`src/rtl/ram_port_arbiter.sv`:
```
// ram_port_arbiter: shares one single-port RAM between the CPU memory
// interface and the front-panel loader/checker. One RAM cycle per grant,
// read data returned with a one-cycle valid pulse to the winner.
//
// Optional feature macro: RAM_ARB_AGING_EN
//   defined   -> run-mode aging counter forces a panel grant after MAX_WAIT
//                denied arbitration cycles
//   undefined -> strict CPU priority in run mode (panel may starve)
//
// Handshake: a requester raises req with we/addr/wdata and holds them stable
// until it sees a one-cycle gnt; the request is latched at grant, so req still
// high in the cycle after gnt is a new request. For reads, rvalid pulses one
// cycle after gnt with rdata valid in that same cycle; rdata then holds until
// the next read for that requester completes.
module ram_port_arbiter #(
    parameter int AW       = 16,
    parameter int DW       = 8,
    parameter int MAX_WAIT = 4
) (
    input  logic          clk_i,
    input  logic          rst_i,
    input  logic [1:0]    cpustate_i,
    input  logic          cpu_req_i,
    input  logic          cpu_we_i,
    input  logic [AW-1:0] cpu_addr_i,
    input  logic [DW-1:0] cpu_wdata_i,
    output logic          cpu_gnt_o,
    output logic          cpu_rvalid_o,
    output logic [DW-1:0] cpu_rdata_o,
    input  logic          pnl_req_i,
    input  logic          pnl_we_i,
    input  logic [AW-1:0] pnl_addr_i,
    input  logic [DW-1:0] pnl_wdata_i,
    output logic          pnl_gnt_o,
    output logic          pnl_rvalid_o,
    output logic [DW-1:0] pnl_rdata_o,
    output logic          mem_en_o,
    output logic          mem_we_o,
    output logic [AW-1:0] mem_addr_o,
    output logic [DW-1:0] mem_wdata_o,
    input  logic [DW-1:0] mem_rdata_i,
    output logic          busy_o,
    output logic [1:0]    state_o,
    output logic [2:0]    age_o
);

    typedef enum logic [1:0] {
        S_IDLE = 2'd0,
        S_ACC  = 2'd1,
        S_RESP = 2'd2
    } state_t;

    localparam logic [2:0] AGE_MAX = 3'(MAX_WAIT);

    state_t        state_q, state_d;
    logic          owner_q, owner_d;   // 1 = panel owns the access in flight
    logic          we_q, we_d;
    logic [AW-1:0] addr_q, addr_d;
    logic [DW-1:0] wdata_q, wdata_d;
    logic [DW-1:0] cpu_rdata_q, cpu_rdata_d;
    logic [DW-1:0] pnl_rdata_q, pnl_rdata_d;

    logic run_mode;
    logic age_force;
    logic pnl_wins;
    logic cpu_wins;

    assign run_mode = (cpustate_i == 2'b10) || (cpustate_i == 2'b11);

`ifdef RAM_ARB_AGING_EN
    logic [2:0] age_q, age_d;

    assign age_force = (age_q >= AGE_MAX);
    assign age_o     = age_q;

    // Aging next-state: count denied panel arbitrations in run mode, saturate,
    // clear on a panel grant or whenever the CPU is in panel mode.
    always_comb begin
        age_d = age_q;
        if (!run_mode || (state_q == S_ACC && owner_q)) begin
            age_d = 3'd0;
        end else if (state_q == S_IDLE && pnl_req_i && cpu_wins && age_q < AGE_MAX) begin
            age_d = age_q + 3'd1;
        end
    end

    // Aging counter register.
    always_ff @(posedge clk_i or posedge rst_i) begin
        if (rst_i) begin
            age_q <= 3'd0;
        end else begin
            age_q <= age_d;
        end
    end
`else
    assign age_force = 1'b0;
    assign age_o     = 3'd0;
`endif

    // Winner selection, only acted upon in IDLE.
    assign pnl_wins = pnl_req_i && (!run_mode || !cpu_req_i || age_force);
    assign cpu_wins = cpu_req_i && !pnl_wins;

    // State, latched request and read-data registers.
    always_ff @(posedge clk_i or posedge rst_i) begin
        if (rst_i) begin
            state_q     <= S_IDLE;
            owner_q     <= 1'b0;
            we_q        <= 1'b0;
            addr_q      <= '0;
            wdata_q     <= '0;
            cpu_rdata_q <= '0;
            pnl_rdata_q <= '0;
        end else begin
            state_q     <= state_d;
            owner_q     <= owner_d;
            we_q        <= we_d;
            addr_q      <= addr_d;
            wdata_q     <= wdata_d;
            cpu_rdata_q <= cpu_rdata_d;
            pnl_rdata_q <= pnl_rdata_d;
        end
    end

    // FSM next-state and outputs.
    always_comb begin
        state_d      = state_q;
        owner_d      = owner_q;
        we_d         = we_q;
        addr_d       = addr_q;
        wdata_d      = wdata_q;
        cpu_rdata_d  = cpu_rdata_q;
        pnl_rdata_d  = pnl_rdata_q;
        cpu_gnt_o    = 1'b0;
        pnl_gnt_o    = 1'b0;
        cpu_rvalid_o = 1'b0;
        pnl_rvalid_o = 1'b0;
        mem_en_o     = 1'b0;
        mem_we_o     = 1'b0;
        mem_addr_o   = '0;
        mem_wdata_o  = '0;
        cpu_rdata_o  = cpu_rdata_q;
        pnl_rdata_o  = pnl_rdata_q;
        case (state_q)
            S_IDLE: begin
                if (pnl_wins) begin
                    owner_d = 1'b1;
                    we_d    = pnl_we_i;
                    addr_d  = pnl_addr_i;
                    wdata_d = pnl_wdata_i;
                    state_d = S_ACC;
                end else if (cpu_wins) begin
                    owner_d = 1'b0;
                    we_d    = cpu_we_i;
                    addr_d  = cpu_addr_i;
                    wdata_d = cpu_wdata_i;
                    state_d = S_ACC;
                end
            end
            S_ACC: begin
                mem_en_o    = 1'b1;
                mem_we_o    = we_q;
                mem_addr_o  = addr_q;
                mem_wdata_o = wdata_q;
                cpu_gnt_o   = !owner_q;
                pnl_gnt_o   = owner_q;
                state_d     = we_q ? S_IDLE : S_RESP;
            end
            S_RESP: begin
                // RAM data is valid this cycle; forward it and keep a copy.
                if (owner_q) begin
                    pnl_rvalid_o = 1'b1;
                    pnl_rdata_o  = mem_rdata_i;
                    pnl_rdata_d  = mem_rdata_i;
                end else begin
                    cpu_rvalid_o = 1'b1;
                    cpu_rdata_o  = mem_rdata_i;
                    cpu_rdata_d  = mem_rdata_i;
                end
                state_d = S_IDLE;
            end
            default: begin
                state_d = S_IDLE;
            end
        endcase
    end

    assign busy_o  = (state_q != S_IDLE);
    assign state_o = state_q;

endmodule

```
`config.mk`:
```
export PLATFORM = sky130hd
export DESIGN_NAME = ram_port_arbiter
export DESIGN_NICKNAME = d
export VERILOG_FILES = /design/src/rtl/ram_port_arbiter.sv
export SDC_FILE = /design/constraint.sdc
export NUM_CORES = 1
export LEC_CHECK = 0
export CORE_MARGIN = 8
export CORE_UTILIZATION = 38
export DETAILED_ROUTE_END_ITERATION = 16
export PLACE_DENSITY = 0.77
export SLEW_MARGIN = 25
export SYNTH_ARGS = -nofsm -noshare
export SYNTH_HDL_FRONTEND = slang
export SYNTH_SLANG_ARGS = --single-unit
export TNS_END_PERCENT = 20
```
`constraint.sdc`:
```
create_clock -name clk_i -period 3.99 [get_ports clk_i]
set_clock_uncertainty 0.15 [all_clocks]
set_input_delay 0.5985 -clock clk_i [delete_from_list [all_inputs] [get_ports clk_i]]
set_output_delay 0.5985 -clock clk_i [all_outputs]
set_load 0.01 [all_outputs]
```
==> run summary <==
Status = completed
Leading area contributor after synthesis = dfrtp_1
Commonest non-fill, non-tap cells in the layout = 111 x clkdlybuf4s50_1, 47 x mux2_2, 44 x dfrtp_1
DP HPWL = 4290 um
Slowest stage cell, crit path = clkdlybuf4s50_1
Crit share post-route = 71.5%
FF+latch count, synth = 44
IO Pins = 116
Htree depth = 2
Worst hold path type = register to register
Post-route DRC = 0
WL/cell = 15.6 um
CP Cell Sequence = nor2b_2, buf_4, and2_1, clkdlybuf4s50_1
Crit path DAT = 2.10 ns
Max VDD drop = 0.000387 V
Worst setup SP type = register
Lkg Pwr = 1.49 nW
Final core occ = 60.2%
Vias in the first global route = 1776
Sequential area share after synthesis = 48.9%
Syn. warnings = 0
GRT Total Usage = 12.6%
Slew headroom = 49.6%
Routed Antenna Nets = 0
Post-Syn Area = 2250 sq um
RSZ-0062 raised after global routing = false
Max incr delay on CP = 0.56 ns
Post-synth top area share = 48.9%
Power density over the cells = 682 nW/um^2
Worst R2R Setup Slack = 2.40 ns
Grt total ovfl = 0
Critical path endpoint category = output port
Initial antenna violation count = 0
Fin crit period = 2.85 ns
Max Cap Violations = 0
Nets = 338
Core area = 5820 sq um
First-pass DRT Iterations = 3
Initial Util = 38.7%
Post_cts resized = 0
CP required = 3.24 ns
Vias/cell = 4.58
Worst-Skew Late Latency = 0.29 ns
I/O Buffers = 111
Post-CTS Setup Inserts = 0
Share of layout cells above drive strength 1 = 29.5%
Worst Setup Path Type = register to output port
Routability cong. = 0.682
Num CTS Buffers = 5
Worst-path clk slew = 0.08 ns
Worst-path maximum fanout = 17
Netlist cell types = 18
CTS root buf = clkbuf_8
N_diodes = 0
Commonest non-fill, non-tap cell in the layout = clkdlybuf4s50_1
Top delay family on crit path = buffers and inverters
Fmax = 350 MHz
1st-iter DRT viols = 18
Final hold violations = 0
First-pass GRT wire length = 8740 um
Routed via count = 1602
DRT Wirelength = 5450 um
Syn-to-layout area delta = 55.4%
Cell Rows = 28
Synth Instances = 162
Mapped Avg Cell Area = 13.9 sq um
Fill cells = 517
CTS tree = built
CTS sink cnt = 44
Top cells by area, synth = dfrtp_1 49%, mux2_2 24%, mux2_4 13%
Final setup fails = 0
Die Y = 93.0 um
Die area = 8650 sq um
Pins Over Slew Limit = 0
CP Buf/Inv Count = 2
Die X = 93.0 um
Setup TNS = 0 ns
Worst Max-Slew Pin Slew = 0.755 ns
Largest net degree at the start of global routing = 45
Post-CTS Hold Buffers = 0
Clock buffer depth = 2
-- through the flow --
step / power [W] / cells / hold slack, ns / setup slack, ns / cell area (sq um)
3_5_place_dp: 0.00215 / 342 / 0.286 / 1.41 / 3410
3_3_place_gp: 0.00211 / 342 / 0.276 / 1.45 / 3410
2_1_floorplan: 0.00144 / 164 / 0.261 / 2.02 / 2260
6_report: 0.00239 / 350 / 0.299 / 1.14 / 3500
5_1_grt: 0.00255 / 350 / 0.326 / 0.977 / 3500
4_1_cts: 0.00243 / 350 / 0.298 / 1.10 / 3500
-- kinds of logic after synthesis --
| group | count (synthesis) | share of synthesized area, % |
|---|---|---|
| AO/OA/AOI/OAI | 3 | 1.22 |
| buffers and inverters | 16 | 4.67 |
| flip-flops | 44 | 48.9 |
| multiplexers | 66 | 36.2 |
| other | 1 | 0.167 |
| AND/OR/NAND/NOR | 32 | 8.89 |
-- metal layers --
layer | wire [um] | vias up | GRT usage [%]
met3 | 400 | 2 | 5.13
li1 | - | 767 | -
met4 | 21 | 0 | 3.22
met2 | 2800 | 56 | 21.7
met5 | 0 | - | 0
met1 | 2230 | 777 | 14.0
-- state kept, by name, indices dropped and copies added (netlist names) --
name,flops
wdata_q,8
owner_q,1
cpu_rdata_q,8
addr_q,16
state_o,2
pnl_rdata_q,8
we_q,1
-- synth_stat cells --
master,count
buf_4,3
o21ai_2,1
nor2b_1,3
nor3b_1,1
and2_1,26
dfrtp_1,44
buf_2,3
mux2_4,19
buf_8,2
nand3b_1,1
mux2_2,47
conb_1,1
inv_1,4
nor2_1,1
o2bb2ai_1,1
buf_6,1
a21bo_1,1
clkbuf_1,3
-- power by group --
part | internal [W] | switching [W] | leakage (nW)
Combinational | 0.000827 | 0.000520 | 0.926
Sequential | 0.000674 | 0.0000866 | 0.518
Clock | 0.000138 | 0.000142 | 0.0510
-- path summary, 6_finish.rpt --
check / depth (start not counted) / to / start
hold / removal: 1 / state_o[1]$_DFFE_PP0P_ / we_q$_DFFE_PP0P_
hold reg to reg: 1 / state_o[1]$_DFFE_PP0P_ / we_q$_DFFE_PP0P_
min in group asynchronous: 2 / addr_q[5]$_DFFE_PP0P_ / rst_i
setup / recovery: 4 / mem_wdata_o[4] / state_o[0]$_DFFE_PP0P_
setup reg to reg: 4 / addr_q[1]$_DFFE_PP0P_ / state_o[1]$_DFFE_PP0P_
max in group asynchronous: 2 / cpu_rdata_q[3]$_DFF_PP0_ / rst_i
-- area by class of cell --
cell class,instances,area (sq um),area share (%)
tap,75,93.8,2.68
timing repair buffer,115,1140,32.6
inverter,4,16.3,0.465
clock buffer,6,82.6,2.36
clock inverter,2,10.0,0.286
multi-input combinational,104,1060,30.2
sequential,44,1100,31.5
-- worst register-to-register path: stages, from the launching register on --
cell     delay [ns]
dfrtp_1        0.42
nor2_1         0.10
o21ai_2        0.06
buf_4          0.34
mux2_2         0.39
(Power assumes the default switching activity.)
